$ cat src/rtl/mul_ctrl_pkg.sv
// mul_ctrl_pkg: shared types and sizing for the shift-add multiplier controller
package mul_ctrl_pkg;
    typedef enum logic [1:0] {IDLE, ITER, DONE} state_t;
    localparam int WIDTH_DEF = 4;
    localparam int CNT_W = $clog2(WIDTH_DEF);
endpackage

$ cat src/rtl/shift_add_mul_ctrl_if.sv
// shift_add_mul_ctrl_if: two request channels and one response channel
interface shift_add_mul_ctrl_if #(parameter int WIDTH = 4);
    logic               req0_valid;
    logic               req0_ready;
    logic [WIDTH-1:0]   req0_a;
    logic [WIDTH-1:0]   req0_b;
    logic               req1_valid;
    logic               req1_ready;
    logic [WIDTH-1:0]   req1_a;
    logic [WIDTH-1:0]   req1_b;
    logic               resp_valid;
    logic               resp_ready;
    logic               resp_id;
    logic [2*WIDTH-1:0] resp_product;
    modport master (
        output req0_valid, req0_a, req0_b, req1_valid, req1_a, req1_b, resp_ready,
        input  req0_ready, req1_ready, resp_valid, resp_id, resp_product
    );
    modport slave (
        input  req0_valid, req0_a, req0_b, req1_valid, req1_a, req1_b, resp_ready,
        output req0_ready, req1_ready, resp_valid, resp_id, resp_product
    );
endinterface

$ cat src/rtl/shift_add_step.sv
// shift_add_step: one add-with-carry and right-shift step of the multiplier
module shift_add_step #(parameter int WIDTH = 4) (
    input  logic [2*WIDTH-1:0] p,
    input  logic [WIDTH-1:0]   a,
    output logic [2*WIDTH-1:0] p_next
);
    logic [WIDTH:0] h;
    always_comb begin
        h = {1'b0, p[2*WIDTH-1:WIDTH]} + {1'b0, (p[0] ? a : {WIDTH{1'b0}})};
        p_next = {h, p[WIDTH-1:1]};
    end
endmodule

$ cat src/rtl/shift_add_mul_ctrl.sv
// shift_add_mul_ctrl: round-robin shared iterative shift-add multiplier
module shift_add_mul_ctrl
    import mul_ctrl_pkg::*;
#(parameter int WIDTH = WIDTH_DEF) (
    input logic               clk,
    input logic               reset,
    shift_add_mul_ctrl_if.slave bus
);
    localparam int CW = $clog2(WIDTH);
    state_t             state, state_next;
    logic [CW-1:0]      count;
    logic [WIDTH-1:0]   a_q;
    logic [2*WIDTH-1:0] p, p_next, product;
    logic               id, last_grant, grant, hs, last_step;
    shift_add_step #(.WIDTH(WIDTH)) u_step (.p(p), .a(a_q), .p_next(p_next));
    // ready is gated by reset so every output reads 0 while reset is held
    always_comb begin
        grant = (bus.req0_valid && bus.req1_valid) ? ~last_grant : bus.req1_valid;
        hs = (state == IDLE) && !reset && (bus.req0_valid || bus.req1_valid);
        last_step = count == CW'(WIDTH - 1);
        state_next = state == IDLE ? (hs ? ITER : IDLE) :
                     state == ITER ? (last_step ? DONE : ITER) :
                     (bus.resp_ready ? IDLE : DONE);
        bus.req0_ready = hs && !grant;
        bus.req1_ready = hs && grant;
        bus.resp_valid = state == DONE;
        bus.resp_id = id;
        bus.resp_product = product;
    end
    always_ff @(posedge clk or posedge reset) begin
        if (reset) state <= IDLE;
        else state <= state_next;
    end
    always_ff @(posedge clk or posedge reset) begin
        if (reset) begin
            count <= '0;
            a_q <= '0;
            p <= '0;
            product <= '0;
            id <= 1'b0;
            last_grant <= 1'b1;
        end else if (hs) begin
            a_q <= grant ? bus.req1_a : bus.req0_a;
            p <= {{WIDTH{1'b0}}, (grant ? bus.req1_b : bus.req0_b)};
            count <= '0;
            id <= grant;
            last_grant <= grant;
        end else if (state == ITER) begin
            p <= p_next;
            count <= count + 1'b1;
            if (last_step) product <= p_next;
        end
    end
endmodule

$ cat src/flat_wrapper.sv
// flat-port wrapper written by rule: the top's interface ports become plain ports
module shift_add_mul_ctrl_flat import mul_ctrl_pkg::*;
#(parameter int WIDTH = WIDTH_DEF)
  (clk, reset, bus_req0_valid, bus_req0_a, bus_req0_b, bus_req1_valid, bus_req1_a, bus_req1_b, bus_resp_ready, bus_req0_ready, bus_req1_ready, bus_resp_valid, bus_resp_id, bus_resp_product);
  shift_add_mul_ctrl_if #(.WIDTH(WIDTH)) bus_i ();
  input logic clk;
  input logic reset;
  input wire logic [$bits(bus_i.req0_valid)-1:0] bus_req0_valid;
  input wire logic [$bits(bus_i.req0_a)-1:0] bus_req0_a;
  input wire logic [$bits(bus_i.req0_b)-1:0] bus_req0_b;
  input wire logic [$bits(bus_i.req1_valid)-1:0] bus_req1_valid;
  input wire logic [$bits(bus_i.req1_a)-1:0] bus_req1_a;
  input wire logic [$bits(bus_i.req1_b)-1:0] bus_req1_b;
  input wire logic [$bits(bus_i.resp_ready)-1:0] bus_resp_ready;
  output wire logic [$bits(bus_i.req0_ready)-1:0] bus_req0_ready;
  output wire logic [$bits(bus_i.req1_ready)-1:0] bus_req1_ready;
  output wire logic [$bits(bus_i.resp_valid)-1:0] bus_resp_valid;
  output wire logic [$bits(bus_i.resp_id)-1:0] bus_resp_id;
  output wire logic [$bits(bus_i.resp_product)-1:0] bus_resp_product;
  assign bus_i.req0_valid = bus_req0_valid;
  assign bus_i.req0_a = bus_req0_a;
  assign bus_i.req0_b = bus_req0_b;
  assign bus_i.req1_valid = bus_req1_valid;
  assign bus_i.req1_a = bus_req1_a;
  assign bus_i.req1_b = bus_req1_b;
  assign bus_i.resp_ready = bus_resp_ready;
  assign bus_req0_ready = bus_i.req0_ready;
  assign bus_req1_ready = bus_i.req1_ready;
  assign bus_resp_valid = bus_i.resp_valid;
  assign bus_resp_id = bus_i.resp_id;
  assign bus_resp_product = bus_i.resp_product;
  shift_add_mul_ctrl #(.WIDTH(WIDTH)) u_core (.clk(clk), .reset(reset), .bus(bus_i));
endmodule
$ cat config.mk
export PLATFORM = sky130hd
export DESIGN_NAME = shift_add_mul_ctrl_flat
export DESIGN_NICKNAME = d
export VERILOG_FILES = /design/src/rtl/mul_ctrl_pkg.sv /design/src/rtl/shift_add_mul_ctrl_if.sv /design/src/rtl/shift_add_step.sv /design/src/rtl/shift_add_mul_ctrl.sv /design/src/flat_wrapper.sv
export SDC_FILE = /design/constraint.sdc
export NUM_CORES = 1
export LEC_CHECK = 0
export ABC_AREA = 1
export CAP_MARGIN = 15
export CORE_MARGIN = 2
export CORE_UTILIZATION = 49
export DETAILED_ROUTE_END_ITERATION = 8
export PLACE_DENSITY = 0.88
export SKIP_CTS_REPAIR_TIMING = 1
export SLEW_MARGIN = 0
export SYNTH_ARGS = -nofsm -noshare
export SYNTH_HDL_FRONTEND = slang
export SYNTH_SLANG_ARGS = --single-unit
$ cat constraint.sdc
create_clock -name clk -period 2 [get_ports clk]
set_clock_uncertainty 0.05 [all_clocks]
set_input_delay 0.4 -clock clk [delete_from_list [all_inputs] [get_ports clk]]
set_output_delay 0.4 -clock clk [all_outputs]
set_load 0.01 [all_outputs]
==> results.toml <==
[outcome]
status = "completed"

[final_layout]
final_util = 0.665
area_delta_synth_final_pct = 31.8
final.fill_count = 227
drive_gt1_frac = 0.120
diode_count = 0
final_cell_area_um2 = 1800
layout.nets = 237

[clock_tree]
cts_root_buf = "sky130_fd_sc_hd__clkbuf_4"
tritoncts_num_sinks = 26
clk_transition_reported_paths_ns = 0.14
cts_tree = "built"
worstSkewPairLatency_ns = 0.32
cts_buffer_depth = 2
numCtsBuffers = 3
htree_levels = 1

[pwr]
combinationalPowerShare = 0.464
ir_drop_mv = 0.820
power-per-cell-area_nw_per_um2 = 1170
total_leakage_power_uw = 0.000990
internal-power_uw = 1260
clkPwrFrac = 0.125
seqPwrFrac = 0.411
total_switching_power_uw = 840
p_total_uw = 2100
swShare = 0.399

[global_routing]
global_route.usage.total = 0.188
first_global_vias = 1176
global_route_wire_length_before_repair_um = 4770
grt.overflow.total = 0
pin_count_of_the_biggest_net_entering_global_routing = 28
grt_antenna_before_repair = 0

[critical_path]
critical_path_class = "in2out"
critPathLaunchType = "input pin"
timing.critical_path.to_type = "output pin"
critPathArrivalTime_ns = 1.46
path_max_fanout = 3
r2r_end = "u_core.p[7]$_DFFE_PP0P_"
worstRegToRegCells = 8
cp_data_required_time_ns = 1.55
r2r-start = "u_core.p[0]$_DFFE_PP0P_"
reg2reg_setup_slack_ns = 0.24

[sta]
worst_slew_margin_rel = 0.782
report.final.hold_viol_count = 0
fin_hold_ws_ns = 0.439
worst_slew_pin_slew_ns = 0.328
timing.final.max_slew_violations = 0
period_minus_slack_ns = 1.91
final_critical_path_share_of_the_clock_period = 0.953
finalSetupViolCount = 0
max_freq_mhz = 524
setup_repair_after_global_routing_missed_its_margin = "no"

[floorplan]
core_area_um2 = 2710
floorplan.die_area_um2 = 3230
pin_count = 33
fp.dieW_um = 56.8
rows = 19
die_height_um = 56.8
floorplan.initialDensity = 0.505

[place]
gp_routability_congestion = 0.889
dpl_cell_area_um2 = 1760
dp_hpwl_um = 2070
portBuffers = 32

[drt]
detail_route.wirelength.met1_um = 1190
met2RoutedLength_um = 1300
viasPerCell = 5.00
postRouteAntennaNets = 0
drc = 0
route.met3.wl_um = 133
via_count = 1200
dr.pass1.iters = 4
wire_per_inst_um = 11.1
initialDrtViolationCount = 33
wirelength_um = 2660
maxUsedRoutingLayer = "met4"

[synthesis]
post-synth-top-area-cell = "sky130_fd_sc_hd__dfrtp_1"
synth_cell_types = 22
synth_edf_count = 0
syn_nets = 195
synth-async-reset-ratio = 1.00
ys_ff_latch = 26
largest_family_of_logic_cells_by_synthesized_area = "simple AND/OR/NAND/NOR gates"
post_synth_fa_ha_maj_area_fraction = 0.0604
synth_simple_gate_area_share = 0.349
synth.area.mux_share = 0
synth_warnings = 0
synth_compound_area_frac = 0.0503
synth-seq-area-share = 0.477
area_contributors_post_synth = "sky130_fd_sc_hd__dfrtp_1, sky130_fd_sc_hd__nand2_1, sky130_fd_sc_hd__ha_1, sky130_fd_sc_hd__nand3_1, sky130_fd_sc_hd__inv_1"
post-synth-top-area-fraction = 0.457
synthFlopType = "sky130_fd_sc_hd__dfrtp_1"
syn_inst = 168
syn-cell-area_um2 = 1370
yosys.area_share.xor_xnor = 0.00640
syn_avg_cell_area_um2 = 8.14

[worst_hold_path]
hold-path-endpoint = "u_core.bus.resp_product[1]$_DFFE_PP0P_"
timing.hold.worst_path_depth = 2
min_from = "u_core.bus.resp_product[1]$_DFFE_PP0P_"
timing.hold.worst.class = "reg2reg"

[run]
drv_cap = 0
## layout make-up
type / instances / area (µm²) / area share
timing repair buffer: 39 / 383 / 0.212
inverter: 14 / 55.1 / 0.0305
multi-input combinational: 126 / 638 / 0.354
tap: 31 / 38.8 / 0.0215
sequential: 26 / 652 / 0.362
clock buffer: 4 / 36.3 / 0.0201
## synth_stat cells (2+ instances only)
| library cell | n |
|---|---|
| sky130_fd_sc_hd__nand2_2 | 2 |
| sky130_fd_sc_hd__inv_1 | 12 |
| sky130_fd_sc_hd__ha_1 | 5 |
| sky130_fd_sc_hd__o21ai_2 | 2 |
| sky130_fd_sc_hd__nand2_1 | 83 |
| sky130_fd_sc_hd__a21oi_1 | 3 |
| sky130_fd_sc_hd__o21ai_0 | 6 |
| sky130_fd_sc_hd__nor2_1 | 3 |
| sky130_fd_sc_hd__dfrtp_1 | 25 |
| sky130_fd_sc_hd__nand3_1 | 11 |
| sky130_fd_sc_hd__nor2_4 | 4 |
| sky130_fd_sc_hd__buf_6 | 2 |
## cells by family (layout without fill, tap and decap cells)
kind of cell    after synthesis  in the layout
compound gates               12             12
xor+xnor                      1              1
fa+ha+maj                     6              6
buf+inv                      16             57
flops                        26             26
simple gates                107            107
## registers in the layout, summed over array words and instances (netlist names)
| signal | cells |
|---|---|
| u_core.p | 8 |
| u_core.bus.resp_product | 8 |
| u_core.bus.resp_id | 1 |
| u_core.state | 2 |
| u_core.a_q | 4 |
| u_core.count | 2 |
| u_core.last_grant | 1 |
## metrics by stage
stage                     setup slack [ns]  cells  TNS, ns
after global routing                0.0334    240        0
final                               0.0930    240        0
after CTS                           -0.366    240   -0.726
after floorplan                      0.128    168        0
after global placement              -0.322    236   -0.639
after detailed placement            -0.364    236   -0.718
## per-layer routing
metal  vias to the layer above  GRT usage
met5                         -          0
met4                         0     0.0731
met3                         5     0.0276
met2                        29      0.337
met1                       558      0.226
li1                        608          -
## worst max-delay path, stage by stage
cell	delay [ns]
sky130_fd_sc_hd__clkdlybuf4s50_1	0.50
sky130_fd_sc_hd__nand2_1	0.10
sky130_fd_sc_hd__nand2_2	0.11
sky130_fd_sc_hd__inv_1	0.08
sky130_fd_sc_hd__nor2_4	0.10
sky130_fd_sc_hd__dlymetal6s2s_1	0.16
## layout by cell type (no fill, tap or decap), drive strengths merged
cell type / instances
nor2: 8
clkdlybuf4s50: 28
o21ai: 8
clkbuf: 4
fa: 1
inv: 14
buf: 7
ha: 5
dlymetal6s2s: 4
xor2: 1
a21oi: 3
dfstp: 1
dfrtp: 25
nand3b: 1
nand3: 12
nand2: 86
o22ai: 1
## worst max path at each step
| stage | depth (start not counted) | startpoint | slack (ns) | endpoint |
|---|---|---|---|---|
| floorplan | 3 | reset | 0.13 | bus_req0_ready |
| global placement | 6 | bus_req1_valid | -0.32 | bus_req1_ready |
| detailed placement | 6 | bus_req1_valid | -0.36 | bus_req1_ready |
| CTS | 6 | bus_req1_valid | -0.37 | bus_req1_ready |
| global route | 6 | bus_req0_valid | 0.03 | bus_req0_ready |
| finish | 6 | bus_req0_valid | 0.09 | bus_req0_ready |
## power by group through the flow
stage / Clock, µW / Sequential (µW) / Combinational [µW]
after global routing: 297 / 889 / 1090
after CTS: 276 / 863 / 991
after floorplan: 0 / 873 / 629
after global placement: 0 / 857 / 963
final: 264 / 865 / 976
after detailed placement: 0 / 874 / 984
No activity file was read; power rests on OpenSTA's default activity.
